$ cat config.mk
export PLATFORM = sky130hd
export DESIGN_NAME = regfile_write_arbiter
export DESIGN_NICKNAME = d
export VERILOG_FILES = /design/src/rtl/regfile_write_arbiter.sv
export SDC_FILE = /design/constraint.sdc
export NUM_CORES = 1
export LEC_CHECK = 0
export ABC_AREA = 0
export CORE_AREA = 2 2 139 141
export CTS_BUF_LIST = sky130_fd_sc_hd__clkbuf_4 sky130_fd_sc_hd__clkbuf_8
export CTS_CLUSTER_SIZE = 24
export DETAILED_ROUTE_END_ITERATION = 10
export DIE_AREA = 0 0 141 143
export PLACE_DENSITY = 0.81
export SKIP_CTS_REPAIR_TIMING = 1
export SLEW_MARGIN = 20
export SYNTH_ARGS = -nofsm -noshare
export SYNTH_HDL_FRONTEND = slang
export SYNTH_SLANG_ARGS = --single-unit
$ cat constraint.sdc
create_clock -name Clk -period 6.4 [get_ports Clk]
set_input_delay 1.92 -clock Clk [delete_from_list [all_inputs] [get_ports Clk]]
set_output_delay 1.92 -clock Clk [all_outputs]
set_load 0.01 [all_outputs]
$ cat src/rtl/regfile_write_arbiter.sv
// Arbitrates the register file's single write port between memory writeback (fixed priority)
// and ALU writeback (bypass when idle, otherwise queued in order), and flags pending-write read hazards.
module regfile_write_arbiter #(
    parameter int DW    = 64,
    parameter int AW    = 5,
    parameter int DEPTH = 2
) (
    input  logic                         Clk,
    input  logic                         Reset_n,
    input  logic                         MemValid,
    input  logic [AW-1:0]                MemRd,
    input  logic [DW-1:0]                MemData,
    input  logic                         AluValid,
    output logic                         AluReady,
    input  logic [AW-1:0]                AluRd,
    input  logic [DW-1:0]                AluData,
    output logic [AW-1:0]                RW,
    output logic [DW-1:0]                BusW,
    output logic                         RegWr,
    input  logic [AW-1:0]                RA,
    input  logic [AW-1:0]                RB,
    output logic                         HazA,
    output logic                         HazB,
    output logic [$clog2(DEPTH+1)-1:0]   Count
);
    localparam int CW = $clog2(DEPTH + 1);
    localparam int PW = $clog2(DEPTH);
    localparam logic [AW-1:0] ZERO_REG = {AW{1'b1}};

    // Handshake: an ALU write is taken when AluValid && AluReady at a rising edge;
    // AluReady depends only on the pre-edge Count, so a full buffer never passes through.
    logic [AW-1:0] bufRd   [DEPTH];
    logic [DW-1:0] bufData [DEPTH];
    logic [PW-1:0] head;
    logic [PW-1:0] tail;

    logic aluAcc;
    logic aluWr;
    logic memWr;
    logic bufNonEmpty;
    logic pop;
    logic bypass;
    logic push;

    assign AluReady    = Reset_n && (Count < CW'(DEPTH));
    assign aluAcc      = AluValid && AluReady;
    assign aluWr       = aluAcc && (AluRd != ZERO_REG);
    assign memWr       = MemValid && (MemRd != ZERO_REG);
    assign bufNonEmpty = (Count != '0);
    assign pop         = !memWr && bufNonEmpty;
    assign bypass      = !memWr && !bufNonEmpty && aluWr;
    assign push        = aluWr && !bypass;

    always_ff @(posedge Clk) begin
        if (!Reset_n) begin
            RW    <= '0;
            BusW  <= '0;
            RegWr <= 1'b0;
            head  <= '0;
            tail  <= '0;
            Count <= '0;
        end else begin
            if (memWr) begin
                RW    <= MemRd;
                BusW  <= MemData;
                RegWr <= 1'b1;
            end else if (pop) begin
                RW    <= bufRd[head];
                BusW  <= bufData[head];
                RegWr <= 1'b1;
            end else if (bypass) begin
                RW    <= AluRd;
                BusW  <= AluData;
                RegWr <= 1'b1;
            end else begin
                RegWr <= 1'b0;
            end
            if (push) tail <= tail + PW'(1);
            if (pop)  head <= head + PW'(1);
            Count <= Count + CW'(push) - CW'(pop);
        end
    end

    // Buffer storage carries no reset; validity is tracked entirely by head/Count.
    always_ff @(posedge Clk) begin
        if (Reset_n && push) begin
            bufRd[tail]   <= AluRd;
            bufData[tail] <= AluData;
        end
    end

    logic hitA;
    logic hitB;

    always_comb begin
        hitA = RegWr && (RW == RA);
        hitB = RegWr && (RW == RB);
        for (int k = 0; k < DEPTH; k++) begin
            if (CW'(k) < Count) begin
                if (bufRd[head + PW'(k)] == RA) hitA = 1'b1;
                if (bufRd[head + PW'(k)] == RB) hitB = 1'b1;
            end
        end
    end

    assign HazA = (RA != ZERO_REG) && hitA;
    assign HazB = (RB != ZERO_REG) && hitB;

endmodule

==> results.json <==
{
  "wl_met2_um": 10700,
  "nets": 1107,
  "r2r_slack_ns": 3.93,
  "num_vias": 6808,
  "synth_area_leaders": "edfxtp_1 45%, dfxtp_1 16%, mux2i_1 7.7%, a211oi_2 5.0%, a21oi_1 4.9%",
  "cp_cell_sequence": "clkdlybuf4s50_1 > xnor2_1 > nor4_2 > nand4_1 > nand3_1 > clkdlybuf4s50_1",
  "worst-r2r-cell-count": 6,
  "drc": 0,
  "die_h_um": 143,
  "synth.distinct_cells": 39,
  "clock_sinks": 213,
  "slew_violations": 0,
  "finClkSkew_ns": 0.0147,
  "worstHoldPathCells": 1,
  "power_mw": 4.29,
  "worstReg2RegStart": "Count[1]$_SDFF_PN0_",
  "pwr-share-seq": 0.431,
  "fin_crit_ns": 5.67,
  "synth.most_common_cell": "edfxtp_1",
  "cpMostUsedCell": "clkdlybuf4s50_1",
  "path_max_fanout": 4,
  "setup_tns_ns": 0,
  "hold_viol_final": 0,
  "hpwl_um": 14800,
  "swShare": 0.311,
  "synth_async_sr_flop_share": 0,
  "clockBufferDepth": 3,
  "synth_top_area_share": 0.445,
  "cp-start-kind": "primary input",
  "min_to": "BusW[33]$_SDFFE_PN0P_",
  "relSlewSlack": 0.323,
  "finalCritPeriodShare": 0.886,
  "synth_edf_count": 138,
  "p_per_area_nw_per_um2": 348,
  "routed.top_layer": "met4",
  "clock_power_share": 0.272,
  "yosys_most_used_dff": "edfxtp_1",
  "timing.rr.end": "BusW[36]$_SDFFE_PN0P_",
  "max_cap_viol_count": 0,
  "grt_max_degree": 85,
  "die_area_um2": 20200,
  "die_x_um": 141,
  "fmax_mhz": 176,
  "globalRouteOverflowTotal": 0,
  "rsz0062_at_grt": "false",
  "antenna_found_initial": 0,
  "wl_per_cell_um": 18.8,
  "final_layout_size_suffix_gt1_frac": 0.132,
  "slowest_delay_ns": 0.58,
  "ys_seq_area_frac": 0.607,
  "initial_core_util": 0.501,
  "tightest_slew_ns": 1.01,
  "grt_pass1_wl_um": 36000,
  "rows": 50,
  "syn_to_final_growth_pct": 32.7,
  "clk_latency_ns": 0.50,
  "yosys.area.top_type": "edfxtp_1",
  "setup_viol": 0,
  "worstHoldStart": "BusW[33]$_SDFFE_PN0P_",
  "io_pins": 227,
  "core_um2": 18600,
  "dr.pass1.iters": 5,
  "synth_nets": 887,
  "portBuffers": 226,
  "power.switching_mw": 1.33,
  "met1_length_um": 9890,
  "h-tree-depth": 2,
  "path_buf_inv": 2,
  "p_leak_nw": 4.05,
  "cts_tree": "yes",
  "yosys_warnings": 0,
  "end_kind": "primary output",
  "slowest_stage": "clkdlybuf4s50_1",
  "numCtsBuffers": 35,
  "min_path_type": "flop to flop",
  "synthesis.area_um2": 9310,
  "clkTransAtPathRegs_ns": 0.06,
  "grt_pass1_vias": 6914,
  "critPathTopFamily": "buffers and inverters",
  "cp.required_ns": 4.48,
  "first_iter_violations": 424,
  "cts_root_buf": "clkbuf_8",
  "gp_congestion": 0.802,
  "synth_cells": 733,
  "ys_ff_latch": 213,
  "critPathArrivalTime_ns": 3.75,
  "p_int_mw": 2.96,
  "pwr-share-comb": 0.297,
  "finalWirelength_um": 22800,
  "critical_path_class": "primary input to primary output",
  "viasPerCell": 5.61,
  "antenna_left": 0,
  "peakVddDrop_uv": 201,
  "diodes": 0,
  "synth_common_cells": "138 x edfxtp_1, 91 x a21oi_1, 75 x dfxtp_1",
  "track_usage": 0.224,
  "avgSynthCellArea_um2": 12.7,
  "wl_met3_um": 1840,
  "status": "completed"
}
==> through the flow <==
| step | setup WS [ns] | hold WS, ns | area, µm² | util | cells |
|---|---|---|---|---|---|
| 2_1_floorplan | 0.402 | 0.490 | 9310 | - | 733 |
| 3_3_place_gp | 0.783 | 0.443 | 11600 | 0.626 | 1149 |
| 3_5_place_dp | 0.754 | 0.446 | 11600 | 0.626 | 1149 |
| 4_1_cts | 0.754 | 0.465 | 12300 | 0.663 | 1212 |
| 5_1_grt | 0.640 | 0.475 | 12300 | 0.665 | 1213 |
| 6_report | 0.732 | 0.460 | 12300 | 0.665 | 1213 |
==> metal layers <==
layer	vias to the layer above	track usage
met5	-	0
met4	0	0.0647
met3	34	0.0573
met2	295	0.360
met1	3250	0.302
li1	3229	-
==> flip-flops by register name, summed over array words and instances (netlist names), named ones only <==
register  count
Count         2
RW            5
BusW         64
bufData     128
bufRd        10
RegWr         1
tail          1
head          1
==> worst max-delay path by stage <==
| stage | from | end | slack (ns) | depth (start not counted) |
|---|---|---|---|---|
| floorplan | Reset_n | bufData[0][0]$_DFFE_PP_ | 0.40 | 5 |
| global placement | RB[0] | HazB | 0.78 | 6 |
| detailed placement | RA[3] | HazA | 0.75 | 6 |
| CTS | RA[3] | HazA | 0.75 | 6 |
| global route | RB[3] | HazB | 0.64 | 6 |
| finish | RA[3] | HazA | 0.73 | 6 |
==> logic make-up (layout without fill, tap and decap cells) <==
group,count (synthesis),after routing,share of synthesized area
buf+inv,59,305,0.0385
flops,213,213,0.607
xor+xnor,34,34,0.0320
simple gates,117,117,0.0621
compound gates,234,234,0.178
mux,74,74,0.0804
fa+ha+maj,2,2,0.00269
==> power by group through the flow <==
stage / clock network [mW] / logic (mW) / registers (mW)
after detailed placement: 0 / 1.27 / 1.88
after CTS: 1.19 / 1.28 / 1.85
after global placement: 0 / 1.25 / 1.87
final: 1.17 / 1.28 / 1.85
after floorplan: 0 / 0.797 / 1.86
after global routing: 1.25 / 1.38 / 1.88
==> area by class of cell <==
cell class / instances / area [µm²]
Sequential cell: 213 / 5650
Clock inverter: 7 / 30.0
Tap cell: 234 / 293
Fill cell: 1386 / 6230
Clock buffer: 56 / 658
Inverter: 4 / 15.0
Multi-Input combinational cell: 461 / 3330
Timing Repair Buffer: 238 / 2370
==> placed cells by master, fill, tap and decap left out, drive strengths merged, types with 2 or more instances in the layout <==
| master | Yosys | routed |
|---|---|---|
| nand4 | 6 | 6 |
| clkbuf | 10 | 56 |
| edfxtp | 138 | 138 |
| a211oi | 37 | 37 |
| o2bb2ai | 37 | 37 |
| nand3 | 8 | 8 |
| nor2 | 52 | 52 |
| o21ai | 56 | 56 |
| dfxtp | 75 | 75 |
| nor4 | 6 | 6 |
| xor2 | 13 | 13 |
| nor3 | 27 | 27 |
| o211ai | 6 | 6 |
| clkinv | 1 | 8 |
| xnor2 | 21 | 21 |
| inv | 3 | 3 |
| ha | 2 | 2 |
| and3 | 2 | 2 |
| nand2 | 13 | 13 |
| a311oi | 5 | 5 |
| buf | 45 | 12 |
| mux2i | 74 | 74 |
| a21oi | 91 | 91 |
| clkdlybuf4s50 | 0 | 226 |
No activity file was read; power rests on OpenSTA's default activity.
